<file path="src/rtl/mips_ctrl_pkg.sv">
// Shared constants for the multicycle MIPS control unit: opcodes, functs, FSM states, select codes.
// JAL_JR_EN adds the jal/jr decode and the JR state.
package mips_ctrl_pkg;

    localparam int unsigned OP_WIDTH    = 6;
    localparam int unsigned STATE_WIDTH = 4;

    localparam logic [5:0] OpRtype = 6'b000000;
    localparam logic [5:0] OpJ     = 6'b000010;
    localparam logic [5:0] OpJal   = 6'b000011;
    localparam logic [5:0] OpBeq   = 6'b000100;
    localparam logic [5:0] OpBne   = 6'b000101;
    localparam logic [5:0] OpAddi  = 6'b001000;
    localparam logic [5:0] OpLw    = 6'b100011;
    localparam logic [5:0] OpSw    = 6'b101011;

    localparam logic [5:0] FunctJr  = 6'b001000;
    localparam logic [5:0] FunctAdd = 6'b100000;
    localparam logic [5:0] FunctSub = 6'b100010;
    localparam logic [5:0] FunctAnd = 6'b100100;
    localparam logic [5:0] FunctOr  = 6'b100101;
    localparam logic [5:0] FunctSlt = 6'b101010;

    typedef enum logic [2:0] {
        AluAnd = 3'b000,
        AluOr  = 3'b001,
        AluAdd = 3'b010,
        AluSub = 3'b110,
        AluSlt = 3'b111
    } alu_ctl_e;

    typedef enum logic [1:0] {
        AluOpAdd   = 2'b00,
        AluOpSub   = 2'b01,
        AluOpFunct = 2'b10,
        AluOpOr    = 2'b11
    } alu_op_e;

    localparam logic [1:0] RegDstRt = 2'b00;
    localparam logic [1:0] RegDstRd = 2'b01;
    localparam logic [1:0] RegDstRa = 2'b10;

    localparam logic [1:0] MemToRegAlu  = 2'b00;
    localparam logic [1:0] MemToRegData = 2'b01;

    localparam logic [1:0] SrcBReg   = 2'b00;
    localparam logic [1:0] SrcBFour  = 2'b01;
    localparam logic [1:0] SrcBImm   = 2'b10;
    localparam logic [1:0] SrcBImmSh = 2'b11;

    localparam logic [1:0] PcSrcAluResult = 2'b00;
    localparam logic [1:0] PcSrcAluOut    = 2'b01;
    localparam logic [1:0] PcSrcJump      = 2'b10;

    typedef enum logic [STATE_WIDTH-1:0] {
        StFetch    = 4'd0,
        StDecode   = 4'd1,
        StMemAdr   = 4'd2,
        StMemRead  = 4'd3,
        StMemWb    = 4'd4,
        StMemWrite = 4'd5,
        StExecute  = 4'd6,
        StAluWb    = 4'd7,
        StAddiEx   = 4'd8,
        StAddiWb   = 4'd9,
        StBranch   = 4'd10,
`ifdef JAL_JR_EN
        StJump     = 4'd11,
        StJr       = 4'd12
`else
        StJump     = 4'd11
`endif
    } state_e;

    function automatic logic funct_is_alu(input logic [5:0] funct);
        return funct inside {FunctAdd, FunctSub, FunctAnd, FunctOr, FunctSlt};
    endfunction

endpackage

</file>
<file path="src/rtl/multicycle_control_unit_if.sv">
// Control/status bundle between the control unit (master) and the datapath (slave).
interface multicycle_control_unit_if;

    logic [mips_ctrl_pkg::OP_WIDTH-1:0]    Op;
    logic [mips_ctrl_pkg::OP_WIDTH-1:0]    Funct;
    logic                                  Zero;
    logic                                  PC_En;
    logic                                  I_or_D;
    logic                                  Mem_Write;
    logic                                  IR_Write;
    logic [1:0]                            Reg_Dst;
    logic [1:0]                            Mem_to_Reg;
    logic                                  Reg_Write;
    logic                                  ALU_Src_A;
    logic [1:0]                            ALU_Src_B;
    logic [2:0]                            ALU_Control;
    logic [1:0]                            PC_Src;
    logic [mips_ctrl_pkg::STATE_WIDTH-1:0] State;

    modport master (
        input  Op, Funct, Zero,
        output PC_En, I_or_D, Mem_Write, IR_Write, Reg_Dst, Mem_to_Reg, Reg_Write,
               ALU_Src_A, ALU_Src_B, ALU_Control, PC_Src, State
    );

    modport slave (
        output Op, Funct, Zero,
        input  PC_En, I_or_D, Mem_Write, IR_Write, Reg_Dst, Mem_to_Reg, Reg_Write,
               ALU_Src_A, ALU_Src_B, ALU_Control, PC_Src, State
    );

endinterface

</file>
<file path="src/rtl/alu_decoder.sv">
// Maps the FSM's ALUOp class and the instruction funct onto the ALU operation code.
module alu_decoder
    import mips_ctrl_pkg::*;
(
    input  alu_op_e    alu_op_i,
    input  logic [5:0] funct_i,
    output logic [2:0] alu_control_o
);

    always_comb begin
        alu_control_o = AluAdd;
        unique case (alu_op_i)
            AluOpAdd: alu_control_o = AluAdd;
            AluOpSub: alu_control_o = AluSub;
            AluOpOr:  alu_control_o = AluOr;
            AluOpFunct: begin
                case (funct_i)
                    FunctAdd: alu_control_o = AluAdd;
                    FunctSub: alu_control_o = AluSub;
                    FunctAnd: alu_control_o = AluAnd;
                    FunctOr:  alu_control_o = AluOr;
                    FunctSlt: alu_control_o = AluSlt;
                    default:  alu_control_o = AluAdd;
                endcase
            end
        endcase
    end

endmodule

</file>
<file path="src/rtl/multicycle_control_unit.sv">
// Main control FSM of the multicycle MIPS core; drives every datapath strobe and mux select.
// Define JAL_JR_EN to add jal (link in DECODE) and jr (JR state).
module multicycle_control_unit
    import mips_ctrl_pkg::*;
(
    input logic                        clk,
    input logic                        reset,
    multicycle_control_unit_if.master  ctrl
);

    state_e     state_q, state_d;
    alu_op_e    alu_op;
    logic       alu_en;
    logic [2:0] alu_dec;
    logic       pc_en, mem_write, ir_write, reg_write;
    logic       is_alu_r;

    alu_decoder u_alu_decoder (
        .alu_op_i      (alu_op),
        .funct_i       (ctrl.Funct),
        .alu_control_o (alu_dec)
    );

    assign is_alu_r = (ctrl.Op == OpRtype) && funct_is_alu(ctrl.Funct);

    always_ff @(posedge clk) begin
        if (reset) state_q <= StFetch;
        else       state_q <= state_d;
    end

    always_comb begin
        state_d         = StFetch;
        alu_op          = AluOpAdd;
        alu_en          = 1'b0;
        pc_en           = 1'b0;
        mem_write       = 1'b0;
        ir_write        = 1'b0;
        reg_write       = 1'b0;
        ctrl.I_or_D     = 1'b0;
        ctrl.Reg_Dst    = RegDstRt;
        ctrl.Mem_to_Reg = MemToRegAlu;
        ctrl.ALU_Src_A  = 1'b0;
        ctrl.ALU_Src_B  = SrcBReg;
        ctrl.PC_Src     = PcSrcAluResult;
        case (state_q)
            StFetch: begin
                ir_write       = 1'b1;
                ctrl.ALU_Src_B = SrcBFour;
                alu_en         = 1'b1;
                pc_en          = 1'b1;
                state_d        = StDecode;
            end
            StDecode: begin
                // ALU_Out captures the branch target while the opcode is decoded
                ctrl.ALU_Src_B = SrcBImmSh;
                alu_en         = 1'b1;
                if (ctrl.Op == OpLw || ctrl.Op == OpSw) state_d = StMemAdr;
                else if (is_alu_r)                      state_d = StExecute;
                else if (ctrl.Op == OpAddi)             state_d = StAddiEx;
                else if (ctrl.Op == OpBeq || ctrl.Op == OpBne) state_d = StBranch;
                else if (ctrl.Op == OpJ)                state_d = StJump;
`ifdef JAL_JR_EN
                else if (ctrl.Op == OpJal) begin
                    // ALU_Out still holds PC+4 from FETCH: link it into r31
                    ctrl.Reg_Dst    = RegDstRa;
                    ctrl.Mem_to_Reg = MemToRegAlu;
                    reg_write       = 1'b1;
                    state_d         = StJump;
                end
                else if (ctrl.Op == OpRtype && ctrl.Funct == FunctJr) state_d = StJr;
`endif
            end
            StMemAdr: begin
                ctrl.ALU_Src_A = 1'b1;
                ctrl.ALU_Src_B = SrcBImm;
                alu_en         = 1'b1;
                state_d        = (ctrl.Op == OpSw) ? StMemWrite : StMemRead;
            end
            StMemRead: begin
                ctrl.I_or_D = 1'b1;
                state_d     = StMemWb;
            end
            StMemWb: begin
                ctrl.Mem_to_Reg = MemToRegData;
                reg_write       = 1'b1;
            end
            StMemWrite: begin
                ctrl.I_or_D = 1'b1;
                mem_write   = 1'b1;
            end
            StExecute: begin
                ctrl.ALU_Src_A = 1'b1;
                alu_op         = AluOpFunct;
                alu_en         = 1'b1;
                state_d        = StAluWb;
            end
            StAluWb: begin
                ctrl.Reg_Dst = RegDstRd;
                reg_write    = 1'b1;
            end
            StAddiEx: begin
                ctrl.ALU_Src_A = 1'b1;
                ctrl.ALU_Src_B = SrcBImm;
                alu_en         = 1'b1;
                state_d        = StAddiWb;
            end
            StAddiWb: reg_write = 1'b1;
            StBranch: begin
                ctrl.ALU_Src_A = 1'b1;
                alu_op         = AluOpSub;
                alu_en         = 1'b1;
                ctrl.PC_Src    = PcSrcAluOut;
                pc_en          = (ctrl.Op == OpBne) ? ~ctrl.Zero : ctrl.Zero;
            end
            StJump: begin
                ctrl.PC_Src = PcSrcJump;
                pc_en       = 1'b1;
            end
`ifdef JAL_JR_EN
            StJr: begin
                // rt is r0, so A | 0 passes the register value straight to the PC
                ctrl.ALU_Src_A = 1'b1;
                alu_op         = AluOpOr;
                alu_en         = 1'b1;
                pc_en          = 1'b1;
            end
`endif
            default: state_d = StFetch;
        endcase
    end

    assign ctrl.ALU_Control = alu_en ? alu_dec : 3'b000;
    assign ctrl.PC_En       = pc_en & ~reset;
    assign ctrl.IR_Write    = ir_write & ~reset;
    assign ctrl.Mem_Write   = mem_write & ~reset;
    assign ctrl.Reg_Write   = reg_write & ~reset;
    assign ctrl.State       = state_q;

endmodule
</file>
<file path="src/flat_wrapper.sv">
// flat-port wrapper written by rule: the top's interface ports become plain ports
module multicycle_control_unit_flat import mips_ctrl_pkg::*;
  (clk, reset, ctrl_Op, ctrl_Funct, ctrl_Zero, ctrl_PC_En, ctrl_I_or_D, ctrl_Mem_Write, ctrl_IR_Write, ctrl_Reg_Dst, ctrl_Mem_to_Reg, ctrl_Reg_Write, ctrl_ALU_Src_A, ctrl_ALU_Src_B, ctrl_ALU_Control, ctrl_PC_Src, ctrl_State);
  multicycle_control_unit_if ctrl_i ();
  input logic clk;
  input logic reset;
  input wire logic [$bits(ctrl_i.Op)-1:0] ctrl_Op;
  input wire logic [$bits(ctrl_i.Funct)-1:0] ctrl_Funct;
  input wire logic [$bits(ctrl_i.Zero)-1:0] ctrl_Zero;
  output wire logic [$bits(ctrl_i.PC_En)-1:0] ctrl_PC_En;
  output wire logic [$bits(ctrl_i.I_or_D)-1:0] ctrl_I_or_D;
  output wire logic [$bits(ctrl_i.Mem_Write)-1:0] ctrl_Mem_Write;
  output wire logic [$bits(ctrl_i.IR_Write)-1:0] ctrl_IR_Write;
  output wire logic [$bits(ctrl_i.Reg_Dst)-1:0] ctrl_Reg_Dst;
  output wire logic [$bits(ctrl_i.Mem_to_Reg)-1:0] ctrl_Mem_to_Reg;
  output wire logic [$bits(ctrl_i.Reg_Write)-1:0] ctrl_Reg_Write;
  output wire logic [$bits(ctrl_i.ALU_Src_A)-1:0] ctrl_ALU_Src_A;
  output wire logic [$bits(ctrl_i.ALU_Src_B)-1:0] ctrl_ALU_Src_B;
  output wire logic [$bits(ctrl_i.ALU_Control)-1:0] ctrl_ALU_Control;
  output wire logic [$bits(ctrl_i.PC_Src)-1:0] ctrl_PC_Src;
  output wire logic [$bits(ctrl_i.State)-1:0] ctrl_State;
  assign ctrl_i.Op = ctrl_Op;
  assign ctrl_i.Funct = ctrl_Funct;
  assign ctrl_i.Zero = ctrl_Zero;
  assign ctrl_PC_En = ctrl_i.PC_En;
  assign ctrl_I_or_D = ctrl_i.I_or_D;
  assign ctrl_Mem_Write = ctrl_i.Mem_Write;
  assign ctrl_IR_Write = ctrl_i.IR_Write;
  assign ctrl_Reg_Dst = ctrl_i.Reg_Dst;
  assign ctrl_Mem_to_Reg = ctrl_i.Mem_to_Reg;
  assign ctrl_Reg_Write = ctrl_i.Reg_Write;
  assign ctrl_ALU_Src_A = ctrl_i.ALU_Src_A;
  assign ctrl_ALU_Src_B = ctrl_i.ALU_Src_B;
  assign ctrl_ALU_Control = ctrl_i.ALU_Control;
  assign ctrl_PC_Src = ctrl_i.PC_Src;
  assign ctrl_State = ctrl_i.State;
  multicycle_control_unit u_core (.clk(clk), .reset(reset), .ctrl(ctrl_i));
endmodule
</file>
<file path="config.mk">
export PLATFORM = sky130hd
export DESIGN_NAME = multicycle_control_unit_flat
export DESIGN_NICKNAME = d
export VERILOG_FILES = /design/src/rtl/mips_ctrl_pkg.sv /design/src/rtl/multicycle_control_unit_if.sv /design/src/rtl/alu_decoder.sv /design/src/rtl/multicycle_control_unit.sv /design/src/flat_wrapper.sv
export SDC_FILE = /design/constraint.sdc
export NUM_CORES = 1
export LEC_CHECK = 0
export CORE_MARGIN = 1.5
export CORE_UTILIZATION = 37
export CTS_CLUSTER_DIAMETER = 30
export DETAILED_ROUTE_END_ITERATION = 12
export GPL_ROUTABILITY_DRIVEN = 0
export PLACE_DENSITY = 0.9
export RECOVER_POWER = 100
export SYNTH_ARGS = -nofsm -noshare
export SYNTH_HDL_FRONTEND = slang
export SYNTH_SLANG_ARGS = --single-unit
</file>
<file path="constraint.sdc">
create_clock -name clk -period 2 [get_ports clk]
set_input_delay 0.4 -clock clk [delete_from_list [all_inputs] [get_ports clk]]
set_output_delay 0.4 -clock clk [all_outputs]
set_load 0.01 [all_outputs]
</file>
=== Word level (Yosys, flattened, before mapping) ===
Cells that the tools add are included.

* Equality and inequality tests: 25
* Muxes and demuxes: 23
* Bitwise operators: 6
* Reduce and logical (&&, ||, !) cells: 13

{| class="wikitable"
|+ Operator list
! operator !! number
|-
| 6-bit equality test (second input constant) || 7
|-
| 3-bit case mux with 4 select lines || 2
|-
| 4-bit case mux with 6 select lines || 1
|-
| 4-bit 2-to-1 mux || 5
|-
| 4-bit by 3-bit equality test with 1-bit output (second input constant) || 4
|-
| 4-bit equality test (second input constant) || 4
|-
| 6-bit by 3-bit equality test with 1-bit output (second input constant) || 2
|-
| 1-bit 2-to-1 mux || 9
|-
| 4-bit by 2-bit equality test with 1-bit output (second input constant) || 2
|-
| 2-bit case mux with 2 select lines || 2
|-
| 6-bit by 2-bit equality test with 1-bit output (second input constant) || 1
|-
| 6-bit by 4-bit equality test with 1-bit output (second input constant) || 1
|-
| 6-bit zero test || 1
|-
| 3-bit 2-to-1 mux || 2
|-
| 2-bit case mux with 3 select lines || 1
|-
| 2-bit OR reduction || 3
|-
| 6-bit OR reduction || 1
|-
| 5-bit nonzero test || 1
|-
| 1-bit AND || 4
|-
| 2-bit equality test (second input constant) || 2
|-
| 4-bit by 1-bit equality test with 1-bit output (second input constant) || 1
|-
| 4-bit zero test || 1
|-
| 4-bit OR reduction || 1
|-
| 3-bit OR reduction || 1
|-
| other kinds (6) || 8
|}

* Bits in registers: 4
* Bits of input ports: 15
* Logic and storage cells: 68

=== Logic depth before layout (Yosys ltp) ===
Gate-level depths: netlist of the first run.

* Depth in word-level cells: 7
* Mapped depth: 5

=== Modules after synthesis ===
A second synthesis of the first run with hierarchy kept.

* Cells, all modules: 98
* Area total of the unflattened synthesis: 684.4 µm²

{| class="wikitable"
|+ By module, submodules not included
! module !! times used !! cells an instance !! area an instance (µm²) !! sequential area each (µm²)
|-
| multicycle_control_unit || 1 || 87 || 610.6 || 80.1
|-
| alu_decoder || 1 || 11 || 73.8 || 0.0
|}

=== Worst setup path before layout of the first run ===
No wires, ideal clock.

* Path type: in2out
* From: in ctrl_Op[1]
* To: out ctrl_PC_En
* Arrival time: 1417 ps
* Required time: 1600 ps
* Path slack: 183 ps
* Cell stages on the path: 4
* Path buffers: 0
* Cell sequence: or3b_1 -> nor4b_2 -> xor2_1 -> o31a_1

* Longest elaborated chain between the ends: 4

{| class="wikitable"
|+ RTL lines
! item !! line !! text
|-
| from (decl) || flat_wrapper.sv:7 || <nowiki>input wire logic [$bits(ctrl_i.Op)-1:0] ctrl_Op;</nowiki>
|-
| 6-bit by 3-bit equality test with 1-bit output || multicycle_control_unit.sv:113 || <nowiki>pc_en = (ctrl.Op == OpBne) ? ~ctrl.Zero : ctrl.Zero;</nowiki>
|-
| 1-bit 2-to-1 mux || multicycle_control_unit.sv:113 ||
|-
| 1-bit case mux with 2 select lines || multicycle_control_unit.sv:45 || <nowiki>case (state_q)</nowiki>
|-
| 1-bit AND || multicycle_control_unit.sv:133 || <nowiki>assign ctrl.PC_En = pc_en & ~reset;</nowiki>
|-
| to (decl) || flat_wrapper.sv:10 || <nowiki>output wire logic [$bits(ctrl_i.PC_En)-1:0] ctrl_PC_En;</nowiki>
|}

Every way passes these cells.

=== Final worst setup path of the first run ===
* From: in ctrl_Funct[1]
* To: out ctrl_ALU_Control[0]

* Longest elaborated chain between the ends: 4
* Elaborated cells between the ends (all ways): 7

{| class="wikitable"
|+ RTL lines
! item !! line !! text
|-
| from (decl) || flat_wrapper.sv:8 || <nowiki>input wire logic [$bits(ctrl_i.Funct)-1:0] ctrl_Funct;</nowiki>
|-
| 6-bit equality test || alu_decoder.sv:17 || <nowiki>case (funct_i)</nowiki>
|-
| 3-bit case mux with 4 select lines * || alu_decoder.sv:17 ||
|-
| 3-bit case mux with 4 select lines * || alu_decoder.sv:12 || <nowiki>unique case (alu_op_i)</nowiki>
|-
| 3-bit 2-to-1 mux * || multicycle_control_unit.sv:132 || <nowiki>assign ctrl.ALU_Control = alu_en ? alu_dec : 3'b000;</nowiki>
|-
| to (decl) || flat_wrapper.sv:19 || <nowiki>output wire logic [$bits(ctrl_i.ALU_Control)-1:0] ctrl_ALU_Control;</nowiki>
|}

Mark *: on every way between the ends. The rest lies on a longest branch, timed or not.

==> results of run 1 <==
-- final timing paths --
kind,from,end,depth (start not counted)
max,ctrl_Funct[1],ctrl_ALU_Control[0],5
min,ctrl_Op[3],u_core.ctrl.State[0],4
min reg2reg,u_core.ctrl.State[3],u_core.ctrl.State[0],3
max reg2reg,u_core.ctrl.State[1],u_core.ctrl.State[1],4
-- power groups by stage --
| stage | registers, uW | logic [uW] | clock network, uW |
|---|---|---|---|
| 2_1_floorplan | 87.2 | 68.9 | 0 |
| 3_3_place_gp | 89.7 | 149 | 0 |
| 3_5_place_dp | 90.0 | 154 | 0 |
| 4_1_cts | 89.5 | 152 | 102 |
| 5_1_grt | 89.2 | 163 | 114 |
| 6_report | 88.8 | 154 | 98.3 |
-- per-stage QoR --
step	setup slack, ps	setup TNS (ps)	cell area (sq um)
floorplan	183	0	633
global route	-50.6	-138	1160
CTS	-198	-272	1150
global placement	-761	-2220	1110
finish	-23.1	-29.2	1160
detailed placement	-772	-2350	1110
-- placed cells by master (no fill, tap or decap), types with 4 or more instances in the layout --
cell             synthesis  routed
nor3_1                   8       7
nand2_1                  5       5
a21oi_1                  8       8
nor2_1                  14      14
dlymetal6s2s_1           0       8
buf_4                    3      24
buf_2                    2       4
nand4_1                  4       4
clkdlybuf4s50_1          0       6
dlygate4sd2_1            0       6
-- kinds of logic (layout without fill, tap and decap cells) --
family,count (synthesis),in the layout,synth area share [%]
buffers and inverters,12,64,9.54
flip-flops,4,4,12.7
other,1,2,0.596
multiplexers,2,2,3.18
AND/OR/NAND/NOR,50,50,44.7
XOR/XNOR,4,4,5.57
AO/OA/AOI/OAI,22,22,23.7
-- area by class of cell --
class	instances	share of cell area, %
clock buffer	3	1.94
inverter	3	0.968
multi-input combinational	80	45.7
sequential	4	7.42
tap	16	1.72
timing repair buffer	58	42.3
-- metal layers --
metal	up-vias	routed length, um
li1	448	-
met1	445	1020
met2	35	1390
met3	2	106
met4	0	19
met5	-	0
-- worst min-delay path: stages --
cell	delay, ps
buf_6	70
buf_4	120
nand4b_1	130
a21oi_1	70
-- cells in the mapped netlist, types with 3 or more instances --
master / count / area share, %
nand2_1: 5 / 3.0
dfxtp_1: 4 / 13
nor2_1: 14 / 8.3
xnor2_1: 3 / 4.2
nand2b_1: 3 / 3.0
nor3_1: 8 / 6.4
inv_1: 3 / 1.8
nor2b_1: 4 / 4.0
buf_4: 3 / 3.6
a21o_1: 3 / 3.6
a21oi_1: 8 / 6.4
nand4_1: 4 / 4.0
-- timing repair --
item | 4_1_cts | 5_1_grt
resized for setup | 40 | 25
buffers inserted | 0 | 1
setup endpoints to repair | 14 | 9
pin swaps | 4 | 9
==> flow_metrics.py, run 1 <==
metrics = {
    "run_status": {
        "outcome": "finished, violations left",
        "violations": "negative setup slack",
    },
    "power_and_ir_drop": {
        "pwr-share-comb_pct": 45.1,
        "pwr-share-seq_pct": 26.0,
        "power.total_uw": 341,
        "power_leakage_uw": 0.000577,
        "internal-power_uw": 233,
        "swShare_pct": 31.7,
        "power.density_nw_per_um2": 293,
        "pwr-share-clk_pct": 28.8,
        "ir_drop_mv": 0.406,
        "switching_power_uw": 108,
    },
    "sta": {
        "hold_ws_ps": 610,
        "layout_min_cycle_time_ps": 2020,
        "setup_viol": 2,
        "layout_setup_ws_ps": -23.1,
        "fin_skew_ps": 4.86,
        "rsz0062_at_grt": "true",
        "max_freq_ghz": 0.494,
        "period_share_pct": 101,
        "hold_viol_final": 0,
        "maxSlewViolCount": 0,
    },
    "global_routing": {
        "grt_use_met1_pct": 28.6,
        "top_usage_layer": "met2",
        "use_met2_pct": 48.8,
        "grtUsageTotal_pct": 25.0,
        "grt_remaining_overflow": 0,
        "grt_max_degree": 13,
        "grt_pass1_vias": 865,
        "antenna_found_initial": 0,
        "grt_use_met3_pct": 4.90,
        "grt_pass1_wl_um": 3730,
    },
    "synth": {
        "avgSynthCellArea_sq_um": 6.62,
        "ys.warnings.count": 0,
        "ys_types": 39,
        "async_flop_share_pct": 0,
        "synthFlopType": "dfxtp_1",
        "ys_ff_latch": 4,
        "syn_area_sq_um": 629,
        "syn_inst": 95,
        "seq_area_frac_synth_pct": 12.7,
        "synth_edf_count": 0,
    },
    "setup_path": {
        "reg2reg_slack_ps": 280,
        "crit_chain": "clkdlybuf4s50_1 > nor2_1 > nand4_1 > a211oi_2 > buf_2",
        "cpPeakStageDelay_ps": 450,
        "crit_fanout": 3,
        "path_delay_family": "buffers and inverters",
        "worstSetupStartpointType": "input port",
        "critPathKind": "input port to output pin",
        "endpoint_kind": "output pin",
        "cp_num_buf_inv": 2,
        "arrival_ps": 1620,
        "cp_slowest_cell": "clkdlybuf4s50_1",
        "worstPathRequired_ps": 1600,
    },
    "clock_network": {
        "worstSkewPairLatency_ps": 230,
        "cts_tree": "yes",
        "clk_pin_slew_ps": 40,
        "cts.sinks": 4,
        "root_buffer": "clkbuf_4",
        "cts_max_path_buffers": 2,
        "hold_buffers": 0,
        "htreeDepth": 1,
        "cts_buffers": 3,
    },
    "floorplan": {
        "core-area_sq_um": 1540,
        "row_count": 14,
        "num_io_pins": 36,
        "dieWidth_um": 44.2,
        "initial_core_util_pct": 40.8,
        "die-height_um": 44.2,
        "dieArea_sq_um": 1960,
    },
    "job": {
        "drv_cap": 0,
    },
    "finish": {
        "largest_reg_flops": 4,
        "post_route_cells_drive_above_1_share_pct": 31.8,
        "ff_latch_area_sq_um": 86.3,
        "fillCellCount": 109,
        "diodes": 0,
        "final_cells": 164,
        "multi_input_area_sq_um": 532,
        "areaGrowthSynthToFinish_pct": 84.9,
        "nets": 165,
        "fin_util_pct": 75.5,
    },
    "routing": {
        "wirelength_um": 2540,
        "drt-initial-drc-count": 17,
        "ant_nets": 0,
        "vias": 930,
        "dr.pass1.iters": 5,
        "via_per_inst": 5.67,
        "wl_per_cell_um": 15.5,
        "drc": 0,
    },
    "placed_design": {
        "dp_cells": 160,
        "dp_hpwl_um": 1780,
        "portBuffers": 33,
    },
    "min_path": {
        "hold_path.class": "input port to register",
    },
}
Power figures use the tool's default switching activity.
==> inputs of run 2 (changes only) <==
--- a/config.mk
+++ b/config.mk
@@ -10,7 +10,7 @@
 export CTS_CLUSTER_DIAMETER = 30
 export DETAILED_ROUTE_END_ITERATION = 12
 export GPL_ROUTABILITY_DRIVEN = 0
-export PLACE_DENSITY = 0.9
+export PLACE_DENSITY = 0.78
 export RECOVER_POWER = 100
 export SYNTH_ARGS = -nofsm -noshare
 export SYNTH_HDL_FRONTEND = slang
==> run 2 against run 1 <==
The flow still finishes with violations (negative setup slack). Wire length fell by 7.0%. Total power grew 1.6%. First-iteration DRC count increased by 110%. Largest cell class unchanged. Largest power group unchanged.
==> flow_metrics.py, run 2 (synthesis results as in run 1) <==
metrics = {
    "clock_network": {
        "cts.sinks": 4,
        "hold_buffers": 0,
        "cts_buffers": 3,
        "cts_max_path_buffers": 2,
        "root_buffer": "clkbuf_4",
        "clk_pin_slew_ps": 30,
        "htreeDepth": 1,
        "cts_tree": "yes",
        "worstSkewPairLatency_ps": 240,
    },
    "sta": {
        "layout_min_cycle_time_ps": 2040,
        "hold_viol_final": 0,
        "layout_setup_ws_ps": -36.6,
        "max_freq_ghz": 0.491,
        "rsz0062_at_grt": "true",
        "fin_skew_ps": 5.23,
        "setup_viol": 1,
        "hold_ws_ps": 621,
        "period_share_pct": 102,
        "maxSlewViolCount": 0,
    },
    "setup_path": {
        "endpoint_kind": "output pin",
        "reg2reg_depth": 4,
        "startpoint": "ctrl_Op[1]",
        "cp_num_buf_inv": 2,
        "cpPeakStageDelay_ps": 420,
        "arrival_ps": 1640,
        "reg2reg_slack_ps": 360,
        "path_delay_family": "simple AND/OR/NAND/NOR gates",
        "worst_r2r_endpoint": "u_core.ctrl.State[1]",
        "critPathKind": "input port to output pin",
        "worstSetupStartpointType": "input port",
        "crit_fanout": 2,
        "worstPathRequired_ps": 1600,
        "setup.worst_path.end": "ctrl_PC_En",
        "crit_chain": "clkbuf_2 > or3b_4 > nor4b_4 > xor2_1 > o31a_1 > buf_2",
        "cp.depth": 6,
        "r2r_start": "u_core.ctrl.State[1]",
        "cp_slowest_cell": "or3b_4",
    },
    "job": {
        "drv_cap": 0,
    },
    "finish": {
        "final_cell_mix": "buf_4, nor2_1, dlymetal6s2s_1, clkdlybuf4s50_1, a21oi_1",
        "final_common_cell": "buf_4",
        "ff_latch_area_sq_um": 87.6,
        "fillCellCount": 127,
        "stdcell_area_sq_um": 1170,
        "nets": 164,
        "fin_util_pct": 76.2,
        "largest_reg_flops": 4,
        "areaGrowthSynthToFinish_pct": 86.7,
        "post_route_cells_drive_above_1_share_pct": 33.3,
        "multi_input_area_sq_um": 534,
        "diodes": 0,
    },
    "floorplan": {
        "row_count": 14,
        "dieWidth_um": 44.2,
        "num_io_pins": 36,
        "dieArea_sq_um": 1960,
        "core-area_sq_um": 1540,
        "die-height_um": 44.2,
        "initial_core_util_pct": 40.8,
    },
    "global_routing": {
        "grt_max_degree": 12,
        "grtUsageTotal_pct": 25.2,
        "grt_pass1_vias": 821,
        "antenna_found_initial": 0,
        "grt_remaining_overflow": 0,
        "grt_pass1_wl_um": 3730,
    },
    "placed_design": {
        "dp_hpwl_um": 1690,
        "dpl_cell_area_sq_um": 1110,
        "portBuffers": 33,
        "pre_cts_ws_ps": -814,
    },
    "power_and_ir_drop": {
        "power_leakage_uw": 0.000619,
        "ir_drop_mv": 0.380,
        "power.density_nw_per_um2": 295,
    },
    "run_status": {
        "outcome": "finished, violations left",
        "violations": "negative setup slack",
    },
    "routing": {
        "drc": 0,
        "vias": 884,
        "via_per_inst": 5.42,
        "dr.pass1.iters": 4,
        "wl_per_cell_um": 14.5,
        "drt-initial-drc-count": 35,
        "ant_nets": 0,
        "wirelength_um": 2360,
    },
    "min_path": {
        "hold_path.class": "input port to register",
    },
}
[run 2: routing by layer]
metal / vias to the layer above / share of wire, % / GRT usage, %
met2: 38 / 50 / 44.1
li1: 445 / - / -
met1: 397 / 43 / 33.1
met3: 4 / 6.0 / 1.63
met4: 0 / 1.4 / 7.27
met5: - / 0 / 0
[run 2: what timing repair did]
item | 4_1_cts | 5_1_grt
buffers inserted | 0 | 1
gates resized for setup | 26 | 29
pin swaps | 3 | 6
cloned | 0 | 0
endpoints found under the setup margin | 14 | 13
[run 2: cell type report]
type,instances,share of cell area (%)
clock buffers,3,1.92
well taps,16,1.70
multi-input cells,80,45.5
repair buffers,57,42.5
inverters,3,0.958
flip-flops and latches,4,7.45
[run 2: worst register-to-register path: cells and delay by family, from the launching register on]
family,cells,cell delay [ps]
AND/OR/NAND/NOR,2,880
AO/OA/AOI/OAI,1,150
buffers and inverters,1,150
flip-flops,1,370
[run 2: worst min path at each step]
stage                               startpoint                   end  slack [ps]  cells past startpoint
after floorplan                     ctrl_Op[1]  u_core.ctrl.State[0]         570                      2
after global placement    u_core.ctrl.State[2]  u_core.ctrl.State[1]         730                      3
after detailed placement  u_core.ctrl.State[2]  u_core.ctrl.State[1]         740                      3
after CTS                           ctrl_Op[3]  u_core.ctrl.State[0]         760                      4
after global routing                ctrl_Op[1]  u_core.ctrl.State[0]         640                      4
final                               ctrl_Op[1]  u_core.ctrl.State[0]         620                      4
[run 2: where the power goes]
part,internal [uW],total (uW),switching (uW)
logic,84.3,155,70.2
registers,82.4,87.9,5.55
clock network,67.3,104,36.5
[run 2: per-stage QoR]
| stage | cells | setup TNS, ps | power, uW |
|---|---|---|---|
| 2_1_floorplan | 96 | 0 | 156 |
| 3_3_place_gp | 159 | -2280 | 238 |
| 4_1_cts | 162 | -1120 | 348 |
| 6_report | 163 | -36.6 | 346 |
| 5_1_grt | 163 | -91.4 | 363 |
| 3_5_place_dp | 159 | -2460 | 243 |
